===== src/rtl/escalonador_temporizador.sv =====
// Shared slow timer for the elevator controller.
// Three requesters (0 = door hold, 1 = floor travel, 2 = alarm/overload wait)
// compete for one prescaled timer. Grants rotate round-robin. The owner's
// duration is counted in base ticks, and a one-cycle done pulse is returned
// to the owner when the count expires.
module escalonador_temporizador #(
    parameter int PRESCALE = 67108864,
    parameter int CW       = 4
) (
    input  logic            i_clock,
    input  logic            i_reset_n,
    input  logic [2:0]      i_req,
    input  logic [3*CW-1:0] i_dur,
    input  logic [2:0]      i_cancel,
    output logic [2:0]      o_grant,
    output logic [2:0]      o_done,
    output logic            o_busy,
    output logic [CW-1:0]   o_remaining
);

    localparam int PW = $clog2(PRESCALE);
    localparam logic [PW-1:0] P_LAST = PW'(PRESCALE - 1);

    typedef enum logic [1:0] {
        S_IDLE = 2'd0,
        S_RUN  = 2'd1,
        S_DONE = 2'd2
    } state_t;

    state_t          r_state;
    state_t          w_state_next;
    logic [2:0]      r_grant, w_grant_next;
    logic [2:0]      r_done, w_done_next;
    logic            r_busy, w_busy_next;
    logic [CW-1:0]   r_remaining, w_remaining_next;
    logic [PW-1:0]   r_pcnt, w_pcnt_next;
    logic [1:0]      r_ptr, w_ptr_next;
    logic [1:0]      r_owner, w_owner_next;

    logic [1:0]      w_c1, w_c2, w_pick;
    logic [CW-1:0]   w_dur_arr [3];
    logic [CW-1:0]   w_pick_dur;
    logic            w_tick;
    logic            w_cancel;

    // Next requester index in rotation, wrapping 2 -> 0.
    function automatic logic [1:0] f_inc3(input logic [1:0] x);
        return (x == 2'd2) ? 2'd0 : x + 2'd1;
    endfunction

    // Split the packed duration bus into one field per requester.
    generate
        for (genvar gi = 0; gi < 3; gi++) begin : g_dur
            assign w_dur_arr[gi] = i_dur[gi*CW +: CW];
        end
    endgenerate

    // Round-robin pick: first active request starting from the pointer.
    always_comb begin
        w_c1 = f_inc3(r_ptr);
        w_c2 = f_inc3(w_c1);
        if (i_req[r_ptr])
            w_pick = r_ptr;
        else if (i_req[w_c1])
            w_pick = w_c1;
        else
            w_pick = w_c2;
    end

    assign w_pick_dur = w_dur_arr[w_pick];
    assign w_tick     = (r_state == S_RUN) && (r_pcnt == P_LAST);
    assign w_cancel   = i_cancel[r_owner];

    // Next-state and next-output logic; every output is registered below.
    always_comb begin
        w_state_next     = r_state;
        w_grant_next     = r_grant;
        w_done_next      = 3'b000;
        w_remaining_next = r_remaining;
        w_pcnt_next      = r_pcnt;
        w_ptr_next       = r_ptr;
        w_owner_next     = r_owner;

        case (r_state)
            S_IDLE: begin
                if (i_req != 3'b000) begin
                    w_owner_next     = w_pick;
                    w_grant_next     = 3'(3'b001 << w_pick);
                    w_pcnt_next      = '0;
                    w_remaining_next = w_pick_dur;
                    if (w_pick_dur == '0) begin
                        // Zero duration completes in the grant cycle itself.
                        w_state_next = S_DONE;
                        w_done_next  = 3'(3'b001 << w_pick);
                    end else begin
                        w_state_next = S_RUN;
                    end
                end
            end

            S_RUN: begin
                if (w_cancel) begin
                    // Abort beats a coincident tick: no done is reported.
                    w_state_next     = S_IDLE;
                    w_grant_next     = 3'b000;
                    w_remaining_next = '0;
                    w_pcnt_next      = '0;
                    w_ptr_next       = f_inc3(r_owner);
                end else if (w_tick) begin
                    w_pcnt_next = '0;
                    if (r_remaining > CW'(1)) begin
                        w_remaining_next = r_remaining - CW'(1);
                    end else begin
                        w_remaining_next = '0;
                        w_state_next     = S_DONE;
                        w_done_next      = 3'(3'b001 << r_owner);
                    end
                end else begin
                    w_pcnt_next = r_pcnt + PW'(1);
                end
            end

            S_DONE: begin
                w_state_next     = S_IDLE;
                w_grant_next     = 3'b000;
                w_remaining_next = '0;
                w_pcnt_next      = '0;
                w_ptr_next       = f_inc3(r_owner);
            end

            default: begin
                w_state_next     = S_IDLE;
                w_grant_next     = 3'b000;
                w_remaining_next = '0;
                w_pcnt_next      = '0;
            end
        endcase

        w_busy_next = (w_state_next != S_IDLE);
    end

    // State and output registers; reset drops any owner without a done pulse.
    always_ff @(posedge i_clock or negedge i_reset_n) begin
        if (!i_reset_n) begin
            r_state     <= S_IDLE;
            r_grant     <= 3'b000;
            r_done      <= 3'b000;
            r_busy      <= 1'b0;
            r_remaining <= '0;
            r_pcnt      <= '0;
            r_ptr       <= 2'd0;
            r_owner     <= 2'd0;
        end else begin
            r_state     <= w_state_next;
            r_grant     <= w_grant_next;
            r_done      <= w_done_next;
            r_busy      <= w_busy_next;
            r_remaining <= w_remaining_next;
            r_pcnt      <= w_pcnt_next;
            r_ptr       <= w_ptr_next;
            r_owner     <= w_owner_next;
        end
    end

    assign o_grant     = r_grant;
    assign o_done      = r_done;
    assign o_busy      = r_busy;
    assign o_remaining = r_remaining;

endmodule


===== config.mk =====
export PLATFORM = sky130hd
export DESIGN_NAME = escalonador_temporizador
export DESIGN_NICKNAME = d
export VERILOG_FILES = /design/src/rtl/escalonador_temporizador.sv
export SDC_FILE = /design/constraint.sdc
export NUM_CORES = 1
export LEC_CHECK = 0
export CAP_MARGIN = 20
export CORE_MARGIN = 3
export CORE_UTILIZATION = 56
export DETAILED_ROUTE_END_ITERATION = 16
export DONT_BUFFER_PORTS = 1
export PLACE_DENSITY = 0.73
export SLEW_MARGIN = 20
export SYNTH_ARGS = -nofsm -noshare
export SYNTH_HDL_FRONTEND = slang
export SYNTH_SLANG_ARGS = --single-unit

===== constraint.sdc =====
create_clock -name i_clock -period 2.1 [get_ports i_clock]
set_input_delay 0.525 -clock i_clock [delete_from_list [all_inputs] [get_ports i_clock]]
set_output_delay 0.525 -clock i_clock [all_outputs]
set_load 0.02 [all_outputs]

* Yosys cells after proc, flatten, opt, wreduce, memory -nomap -nowiden
Cells that the tools add are included.
Storage, ports and cells: output and inout port bits 11, input bits 20, bits in registers 43
Cells by class: bitwise logic cells 1, multiplexer cells 40, reductions and logical operators 10, magnitude comparators 5, shifts and indexed selects 2, eq/ne operators 9, add/subtract/negate cells 5
Operator list (count):
- $mux W26 | 3
- $pmux W26 S2 | 1
- $add A26 B1 Y26 const B | 1
- $eq A26 B26 Y1 const B | 1
- $mux W4 | 6
- $mux W2 | 11
- $mux W3 | 7
- $pmux W3 S2 | 2
- $lt A2 B3 Y1 const B | 3
- $bmux W4 S2 | 1
- $eq A2 B2 Y1 const B | 4
- $pmux W2 S2 | 2
- $pmux W4 S2 | 1
- $reduce_and A2 Y1 | 4
- $add A2 B1 Y2 const B | 3
- $bmux W1 S2 | 3
- $shl A1 B2 Y3 const A | 2
- $gt A4 B1 Y1 const B | 1
- $logic_not A4 Y1 | 1
- $ne A2 B2 Y1 const B | 2
- $reduce_bool A2 Y1 | 2
- $sub A4 B1 Y4 const B | 1
- $ge A3 B3 Y1 const B | 1
- $mux W1 | 3
- other kinds (6) | 6

* Logic depth before layout (Yosys ltp)
depth after elaboration 15, gate-level depth with buffers 8, gate-level depth less buffers 7

* Worst setup path before layout
No wires, ideal clock.
path kind reg-to-reg, start reg r_pcnt[0], end reg r_pcnt[11], path buffers 0, data required time 1982 ps, slack 121 ps, setup time 118 ps, data arrival time 1861 ps, cell stages (with the launch flop) 8, cells stage by stage dfrtp_1 > ha_1 > nand3_1 > or4b_4 > o31ai_4 > nand2_2 > o2bb2ai_1 > a21o_1
On the way: cells in the longest elaborated chain, start to end 5, elaborated cells between the ends (all ways) 6
Ends and longest elaborated chain:
- start: declaration | line 36 | logic [PW-1:0] r_pcnt, w_pcnt_next;
- start signal: assignment | line 159 | r_pcnt <= w_pcnt_next;
- parallel branches: the longest is 2 deep, another holds $add A26 B1 Y26
- $mux W26 * | line 109 | end else if (w_tick) begin
- $mux W26 * | line 102 | if (w_cancel) begin
- $pmux W26 S2 * | line 84 | case (r_state)
Every way passes the cells marked *. A chain may end at the register's enable or synchronous reset.

* Worst setup path in the final report
start reg r_pcnt[1], end reg r_pcnt[8]
The elaborated chain is that of the path after synthesis.

==> flow_summary.yaml <==
run_status:
  outcome: "complete, but fails checks"
  violations: "negative setup slack"
synthesis:
  synthCells: 230
  ys_warn_count: 0
  synth_edf_count: 0
  synthDistinctLibCells: 46
  syn_area_per_cell_um2: 9.86
  synth_ff_type: "dfrtp_1"
  synthArstFlopShare_pct: 100
  synth_nets: 253
  synth_area_mm2: 0.00227
  ys_ff_latch: 43
  synth-seq-area-share_pct: 47.5
cells_and_area:
  fin_nets: 278
  layout-drive-gt1-share_pct: 28.5
  instances_no_fill: 304
  finish.utilization_pct: 73.7
  syn2layout_area_growth_pct: 22.5
  insertedDiodeCount: 0
pwr:
  leakage_nw: 1.20
  p_clk_share_pct: 16.2
  power_switching_mw: 1.34
  switching_share_pct: 41.2
  p_seq_share_pct: 36.4
  power_frac_comb_pct: 47.5
  power_mw: 3.26
  p_per_area_mw_per_mm2: 1170
  p_int_mw: 1.92
  max-vdd-ir-drop_mv: 0.578
critical_path:
  reg2reg_from: "r_pcnt[1]"
  r2r_cells: 7
  cp_max_fo: 5
  r2r-end: "r_pcnt[8]"
  crit_path_start_kind: "flip-flop"
  crit_arrival_ps: 2320
  critPathCaptureType: "flip-flop"
  path_class: "flip-flop to flip-flop"
  required_ps: 2290
  r2r_slack_ps: -20
global_route:
  first_global_vias: 1892
  grt_usage_pct: 21.4
  grt_overflow: 0
  grt_pass1_wl_mm: 8.42
  grt_max_degree: 44
  antenna_found_initial: 0
route:
  vias_per_cell: 6.37
  wire_per_inst_um: 18.9
  firstDrtPassIters: 5
  drt-initial-drc-count: 135
  vias: 1936
  drc: 0
  drt-total-wl_mm: 5.73
  antenna_left: 0
floorplan:
  start_util_pct: 60.1
  ios: 31
  fp.dieW_um: 69.6
  rows: 22
  core-area_mm2: 0.00377
  die_h_um: 69.6
  die_area_mm2: 0.00485
worst_hold_path:
  hp-class: "input port to asynchronous set/reset pin"
clock_tree:
  root_buffer: "clkbuf_8"
  cts_buffers: 5
  cts_max_level: 2
  clockBufferDepth: 2
  cts_tree: "yes"
  clkTransAtPathRegs_ps: 90
  insertion_delay_ps: 300
  cts_sinks: 43
sta:
  finalSetupTns_ps: -122
  drv_slew: 0
  setup_viol: 11
  timing.fmax_mhz: 471
  fin_crit_ps: 2120
  tightestPinTransition_ps: 432
  period_share_pct: 101
  slew_headroom_pct: 70.9
  fin_worst_skew_ps: 11.8
  hold_viol_final: 0
  grt_setup_unrepaired: "true"
  setup_ws_ps: -21.9
  holdWs_ps: 59.6
placed_design:
  gp_congestion: 0.857
  portBuffers: 0
  dp_hpwl_mm: 3.59
  dp_cells: 286
flow_run:
  cap_violations: 0
[Yosys cell counts (all sizes together) (4+ instances only)]
cell type	number	area, um^2
nand4	5	37.5
inv	7	26.3
nand2	30	115
xnor2	5	43.8
dfrtp	43	1080
a22o	4	35.0
nor2	25	96.4
o22ai	7	43.8
a222oi	4	40.0
and4	6	52.6
nand3	10	50.1
a21o	7	52.6
and2	4	25.0
xor2	15	131
o31ai	5	51.3
o21ai	6	30.0
[critical path: stages (launching register included)]
cell and delay, ps:
dfrtp_1 400, ha_2 220, nand3_2 90, or4b_4 520, o31ai_4 260, and2_4 280, o22ai_2 110, o2bb2ai_2 130
[layer usage]
metal / GRT usage (%) / share of wire, % / vias to the layer above
li1: - / - / 879
met1: 25.4 / 40 / 973
met2: 37.2 / 52 / 70
met3: 4.06 / 4.7 / 14
met4: 10.2 / 2.5 / 0
met5: 0 / 0 / -
[worst max-delay path by stage]
stage	slack [ps]	depth (start not counted)	from	to
after floorplan	120	7	r_pcnt[0]	r_pcnt[11]
after global placement	90	7	i_req[1]	r_pcnt[22]
after detailed placement	4	7	r_pcnt[3]	r_pcnt[16]
after CTS	2	7	r_pcnt[0]	r_pcnt[8]
after global routing	-120	7	r_pcnt[1]	r_pcnt[8]
final	-20	7	r_pcnt[1]	r_pcnt[8]
[power by group through the flow]
stage               combinational (mW)  clock, mW  sequential, mW
detailed placement                1.13          0            1.19
floorplan                        0.813          0            1.16
CTS                               1.15      0.535            1.17
global route                      1.67      0.581            1.21
finish                            1.55      0.527            1.19
global placement                  1.08          0            1.18
[metrics by stage]
step           setup WS [ps]  area [um^2]
3_5_place_dp            3.75         2410
6_report               -21.9         2780
4_1_cts                 2.26         2520
5_1_grt                 -123         2780
3_3_place_gp            92.0         2410
2_1_floorplan            121         2270
[layout make-up]
class                      instances  area, um^2
timing repair buffer              24         244
clock inverter                     3        20.0
fill                             260         993
sequential                        43        1080
inverter                           7        26.3
tap                               48        60.1
clock buffer                       5        68.8
multi-input combinational        174        1280
[flip-flops by register name, summed over array words and instances, names as in the netlist]
register / flops
o_busy: 1
o_grant: 3
r_owner: 2
r_ptr: 2
o_remaining: 4
r_pcnt: 26
o_done: 3
r_state: 2
[logic make-up (layout without fill, tap and decap cells)]
logic type / Yosys count / after routing / synth area share (%)
XOR/XNOR: 20 / 20 / 7.73
flip-flops: 43 / 43 / 47.5
buffers and inverters: 13 / 39 / 2.54
adder cells (fa/ha/maj): 3 / 3 / 1.66
multiplexers: 4 / 4 / 1.88
AND/OR/NAND/NOR: 102 / 102 / 23.4
AO/OA/AOI/OAI: 45 / 45 / 15.3
[cells in the final DEF, fill, tap and decap left out, types with 6 or more instances in the layout]
master	n
nand3_1	9
o22ai_1	6
inv_1	7
nor2_1	8
dfrtp_1	42
nor2_4	8
a21o_1	7
nor2_2	9
nand2_1	28
xor2_1	15
buf_4	19
[repair_timing]
item | 4_1_cts | 5_1_grt
setup endpoints to repair | 2 | 32
pin swaps | 0 | 10
hold endpoints to repair | 43 | 0
hold buffers | 1 | 0
cloned | 0 | 3
setup buffers | 0 | 6
resized for setup | 1 | 41
Note: power is estimated with default switching activity, not from simulation.
